==> config.mk <==
export PLATFORM = sky130hd
export DESIGN_NAME = mem_responder
export DESIGN_NICKNAME = d
export VERILOG_FILES = /design/src/rtl/mem_responder_pkg.sv /design/src/rtl/mem_hit_buffer.sv /design/src/rtl/mem_responder.sv
export SDC_FILE = /design/constraint.sdc
export NUM_CORES = 2
export LEC_CHECK = 0
export CELL_PAD_IN_SITES_DETAIL_PLACEMENT = 2
export CELL_PAD_IN_SITES_GLOBAL_PLACEMENT = 2
export CORE_AREA = 8 8 727 729
export CTS_BUF_LIST = sky130_fd_sc_hd__clkbuf_16
export CTS_CLUSTER_DIAMETER = 30
export DETAILED_ROUTE_END_ITERATION = 7
export DIE_AREA = 0 0 735 737
export HOLD_SLACK_MARGIN = 0.15
export PLACE_DENSITY = 0.56
export SLEW_MARGIN = 20
export SYNTH_ARGS = -nofsm -noshare
export SYNTH_HDL_FRONTEND = slang
export SYNTH_SLANG_ARGS = --single-unit
==> constraint.sdc <==
create_clock -name clk -period 4.9 [get_ports clk]
set_clock_uncertainty 0.15 [all_clocks]
set_input_delay 0.98 -clock clk [delete_from_list [all_inputs] [get_ports clk]]
set_output_delay 0.98 -clock clk [all_outputs]
set_load 0.01 [all_outputs]
==> src/rtl/mem_responder_pkg.sv <==
// Shared encodings and widths for the memory responder and its hit buffer.
// Pure definitions plus a small request-legality helper used by the FSM.
package mem_responder_pkg;

    localparam int WORD_W = 16;
    localparam int CNT_W  = 4;

    typedef enum logic {IDLE, WAIT} state_t;
    typedef enum logic {OP_RD, OP_WR} op_t;

    // A request is rejected when both ops are asked for or the address is odd.
    function automatic logic req_bad(input logic rd, input logic wr, input logic a0);
        return (rd & wr) | ((rd | wr) & a0);
    endfunction

endpackage

==> src/rtl/mem_hit_buffer.sv <==
// Single-entry read hit buffer: filled by completing reads, kept coherent
// by completing writes to the same word.
module mem_hit_buffer
    import mem_responder_pkg::*;
#(
    parameter int AW = 8
) (
    input  logic              clk,
    input  logic              rst,
    input  logic [AW-1:0]     lookup_idx,
    output logic              hit,
    output logic [WORD_W-1:0] hit_data,
    input  logic              fill_en,
    input  logic [AW-1:0]     fill_idx,
    input  logic [WORD_W-1:0] fill_data,
    input  logic              wr_en,
    input  logic [AW-1:0]     wr_idx,
    input  logic [WORD_W-1:0] wr_data
);

    logic              valid;
    logic [AW-1:0]     idx;
    logic [WORD_W-1:0] data;

    assign hit      = valid && (idx == lookup_idx);
    assign hit_data = data;

    always_ff @(posedge clk or posedge rst) begin
        if (rst) begin
            valid <= 1'b0;
            idx   <= '0;
            data  <= '0;
        end else if (fill_en) begin
            valid <= 1'b1;
            idx   <= fill_idx;
            data  <= fill_data;
        end else if (wr_en && valid && (idx == wr_idx)) begin
            data  <= wr_data;
        end
    end

endmodule

==> src/rtl/mem_responder.sv <==
// Memory request responder: fixed-latency backing word store behind a
// single-entry hit buffer, answering with Done/Stall/CacheHit/err.
module mem_responder
    import mem_responder_pkg::*;
#(
    parameter int AW      = 8,
    parameter int LATENCY = 4
) (
    input  logic              clk,
    input  logic              rst,
    input  logic [15:0]       Addr,
    input  logic [WORD_W-1:0] DataIn,
    input  logic              Rd,
    input  logic              Wr,
    input  logic              createdump,
    output logic [WORD_W-1:0] DataOut,
    output logic              Done,
    output logic              Stall,
    output logic              CacheHit,
    output logic              err
);

    localparam logic [CNT_W-1:0] LAT_M1 = CNT_W'(LATENCY - 1);

    logic [WORD_W-1:0] mem [2**AW];

    state_t            state, state_nxt;
    logic [CNT_W-1:0]  cnt, cnt_nxt;
    logic [AW-1:0]     req_idx;
    logic [WORD_W-1:0] req_data;
    op_t               req_op;

    logic [AW-1:0]     idx;
    logic              start;
    logic              mem_we;
    logic              fill_en;
    logic              buf_hit;
    logic [WORD_W-1:0] buf_data;

    // Upper address bits alias; createdump is reserved with no functional effect.
    logic unused_ok;
    assign unused_ok = ^{createdump, Addr[15:AW+1]};

    assign idx = Addr[AW:1];

    always_comb begin
        state_nxt = state;
        cnt_nxt   = cnt;
        start     = 1'b0;
        mem_we    = 1'b0;
        fill_en   = 1'b0;
        DataOut   = '0;
        Done      = 1'b0;
        Stall     = 1'b0;
        CacheHit  = 1'b0;
        err       = 1'b0;
        case (state)
            IDLE: begin
                if (Rd | Wr) begin
                    if (req_bad(Rd, Wr, Addr[0])) begin
                        err = 1'b1;
                    end else if (Rd && buf_hit) begin
                        Done     = 1'b1;
                        CacheHit = 1'b1;
                        DataOut  = buf_data;
                    end else begin
                        Stall     = 1'b1;
                        start     = 1'b1;
                        cnt_nxt   = LAT_M1;
                        state_nxt = WAIT;
                    end
                end
            end
            WAIT: begin
                if (cnt != '0) begin
                    Stall   = 1'b1;
                    cnt_nxt = cnt - 1'b1;
                end else begin
                    Done      = 1'b1;
                    state_nxt = IDLE;
                    if (req_op == OP_RD) begin
                        DataOut = mem[req_idx];
                        fill_en = 1'b1;
                    end else begin
                        mem_we  = 1'b1;
                    end
                end
            end
            default: state_nxt = IDLE;
        endcase
        // Reset silences every output and blocks any side effect.
        if (rst) begin
            start    = 1'b0;
            mem_we   = 1'b0;
            fill_en  = 1'b0;
            DataOut  = '0;
            Done     = 1'b0;
            Stall    = 1'b0;
            CacheHit = 1'b0;
            err      = 1'b0;
        end
    end

    always_ff @(posedge clk or posedge rst) begin
        if (rst) begin
            state    <= IDLE;
            cnt      <= '0;
            req_idx  <= '0;
            req_data <= '0;
            req_op   <= OP_RD;
        end else begin
            state <= state_nxt;
            cnt   <= cnt_nxt;
            if (start) begin
                req_idx  <= idx;
                req_data <= DataIn;
                req_op   <= Wr ? OP_WR : OP_RD;
            end
        end
    end

    // Backing store is never cleared.
    always_ff @(posedge clk) begin
        if (mem_we) mem[req_idx] <= req_data;
    end

    mem_hit_buffer #(.AW(AW)) u_hit_buffer (
        .clk        (clk),
        .rst        (rst),
        .lookup_idx (idx),
        .hit        (buf_hit),
        .hit_data   (buf_data),
        .fill_en    (fill_en),
        .fill_idx   (req_idx),
        .fill_data  (mem[req_idx]),
        .wr_en      (mem_we),
        .wr_idx     (req_idx),
        .wr_data    (req_data)
    );

endmodule

==> results by group <==
Status
  • Outcome: finished with violations
  • Failing checks: negative setup slack

Placement
  • Final GP Congestion: 0.828
  • Port buffer count: 48
  • Dpl hpwl: 361000 um
  • Placed cells: 15100

Layout
  • Fill cell count: 47900
  • Most frequent cells in the layout: 4096 x edfxtp_1, 993 x buf_4, 919 x clkbuf_16
  • Non-Filler Instances: 17000
  • Multi-input gate area: 35500 um2
  • Layout cell share with drive strength beyond 1: 0.433
  • FF/Latch Area: 124000 um2
  • Area grow syn2layout: 35.3%
  • Commonest non-fill, non-tap cell in the layout: edfxtp_1
  • Final #Nets: 9321

Worst hold path
  • HP Start: DataIn[9]
  • Worst Hold Class: primary input to flop

STA
  • Setup repair after global routing missed its margin: true
  • Post-Route Setup TNS: -13830 ps
  • Final setup viols: 16
  • Final period util: 1.23
  • Worst hold slack: 352 ps
  • Slew HR: 0.0826
  • Final Max Slew Viols: 0
  • Fin worst setup slack: -1140 ps
  • Max Fclk: 166 MHz
  • Final hold violations: 0
  • Post-layout minimum cycle time: 6040 ps
  • Actual slew at the worst max-slew pin: 1380 ps

Clock tree
  • Root Driver: clkbuf_16
  • H-Tree Depth: 6
  • Maximum clock path buffer count: 4
  • CTS sink cnt: 4151
  • Post-CTS Hold Buffers: 0
  • Clk_lat worst skew: 1150 ps
  • Cts bufs inserted: 913
  • CTS tree: done
  • CTS clk-pin slew, worst paths: 50 ps

Routing
  • Post-route ant nets: 0
  • Mean number of vias per cell: 5.28
  • First-iteration detailed-routing DRC count: 9253
  • DR vias: 89800
  • Drt wl/cell: 35.1 um
  • Detailed-route wire length: 598000 um
  • Initial DRT Pass Iterations: 5
  • Post-route DRC: 0

Die
  • Row cnt: 265
  • Die Wd: 735 um
  • Starting Density: 0.308
  • Core area: 518000 um2
  • Die area: 542000 um2
  • Die height: 737 um
  • IO Pins: 57

Setup path
  • Delay of the slowest critical-path stage: 560 ps
  • CP endpoint kind: output pin
  • R2r startpoint: req_idx[0]
  • CP max-delay cell: mux4_2
  • Crit path launch type: flop
  • Crit-path max FO: 6
  • Worst-path cell chain: buf_4 -> buf_6 -> buf_4 -> buf_12 -> buf_12 -> buf_4 -> mux4_2 -> mux4_2 -> mux2i_4 -> nor2_4 -> nor4_4 -> buf_4 -> a211oi_2 -> a21o_1 -> buf_12 -> buf_12
  • Setup CP Type: flop to output pin
  • Critical Path Start: req_idx[0]
  • Worst Path Arrival: 4910 ps
  • Required @ worst endpoint: 3770 ps

Global routing
  • Vias in the first global route: 97500
  • Met3 usage: 0.0379
  • Largest net degree at the start of global routing: 175
  • First-pass GRT wire length: 819000 um
  • GR Util met1: 0.280
  • GRT Total Usage: 0.214
  • GR Overflow Total: 0
  • GR peak layer: met2
  • Initial antenna violation count: 33
  • GRT met2 Usage: 0.357

Yosys
  • EDFF count, synth: 4096
  • Cell variety after synth: 72
  • Syn_area_per_cell: 21.7 um2
  • Top FF cell, synth: edfxtp_1
  • Mapped cell area: 160000 um2
  • Register area share after synthesis: 0.779
  • Yosys warnings: 0
  • Post-synth ARST share: 0.0132
  • Syn nets: 7406
  • Post-Syn Instances: 7368
  • Yosys reg bits: 4151

Power
  • Overall Power: 155000 uW
  • PwrDens: 719 nW/um2
  • Pleak: 0.0721 uW
  • IR drop worst, VDD: 0.000521 V

Flow run
  • Max_cap viols: 0
flip-flops by register name, summed over array words and instances, names as in the netlist:
name and count:
req_idx 8, u_hit_buffer.valid 1, cnt 4, u_hit_buffer.idx 8
req_data 16, mem 4096, req_op 1, u_hit_buffer.hit_data 16
state 1
cell families after synthesis:
group                      share of synthesized area
adders and majority gates                  0.0000784
buffers and inverters                         0.0149
DFF                                            0.779
xor gates and xnor gates                    0.000933
AOI/OAI and AO/OA                             0.0336
muxes                                          0.150
and+or+nand+nor                               0.0213
power by group:
part	internal [uW]	switching, uW	total (uW)
sequential	44700	1330	46000
clock	41200	21300	62500
combinational	18500	28300	46800
area by class of cell:
type / count / area share
clock buffers: 915 / 0.106
well taps: 6942 / 0.0402
repair buffers: 1437 / 0.0719
clock inverters: 797 / 0.0406
flip-flops and latches: 4151 / 0.576
inverters: 8 / 0.000180
diodes: 9 / 0.000104
multi-input cells: 2772 / 0.165
repair_timing:
item                                    in CTS  in global routing
endpoints found under the setup margin      18                 16
pin swaps                                  102                 99
buffers inserted                           115                 93
resized for setup                          524                200
cloned                                      20                  4
path summary, 6_finish.rpt:
kind / slack, ps / cells after the start / end
setup / recovery: -1140 / 16 / DataOut[8]
hold / removal: 350 / 2 / req_data[9]
setup reg to reg: 980 / 15 / u_hit_buffer.hit_data[8]
hold reg to reg: 370 / 2 / u_hit_buffer.hit_data[3]
max in group asynchronous: 3330 / 5 / req_data[5]
min in group asynchronous: 600 / 5 / u_hit_buffer.hit_data[4]
critical path: cells and delay by family (launching register included):
family / cells / cell delay, ps
AO/OA/AOI/OAI: 2 / 260
multiplexers: 3 / 1290
buffers and inverters: 9 / 1310
flip-flops: 1 / 490
AND/OR/NAND/NOR: 2 / 420
synthesized netlist by cell type, types with 55 or more instances:
| cell | count | share of area |
|---|---|---|
| a21oi_1 | 94 | 0.0029 |
| a22oi_1 | 267 | 0.013 |
| buf_2 | 157 | 0.0049 |
| clkbuf_1 | 149 | 0.0035 |
| dfrtp_1 | 55 | 0.0086 |
| edfxtp_1 | 4096 | 0.77 |
| mux2i_1 | 305 | 0.019 |
| mux4_2 | 900 | 0.13 |
| nand2_1 | 187 | 0.0044 |
| nand3_1 | 91 | 0.0029 |
| nor2_1 | 319 | 0.0075 |
| o22ai_1 | 55 | 0.0022 |
stage by stage:
step	utilization	instance area [um2]	worst slack, ps
finish	0.417	216000	-1140
global route	0.417	216000	-1260
CTS	0.414	214000	-1220
detailed placement	0.345	179000	-1510
global placement	0.345	179000	-1520
floorplan	-	160000	748
layer usage:
metal	wire length, um	vias to the layer above
met1	241000	49600
met2	292000	3784
met4	24600	2
li1	-	35500
met3	40600	953
met5	12	-
(Power assumes the default switching activity.)
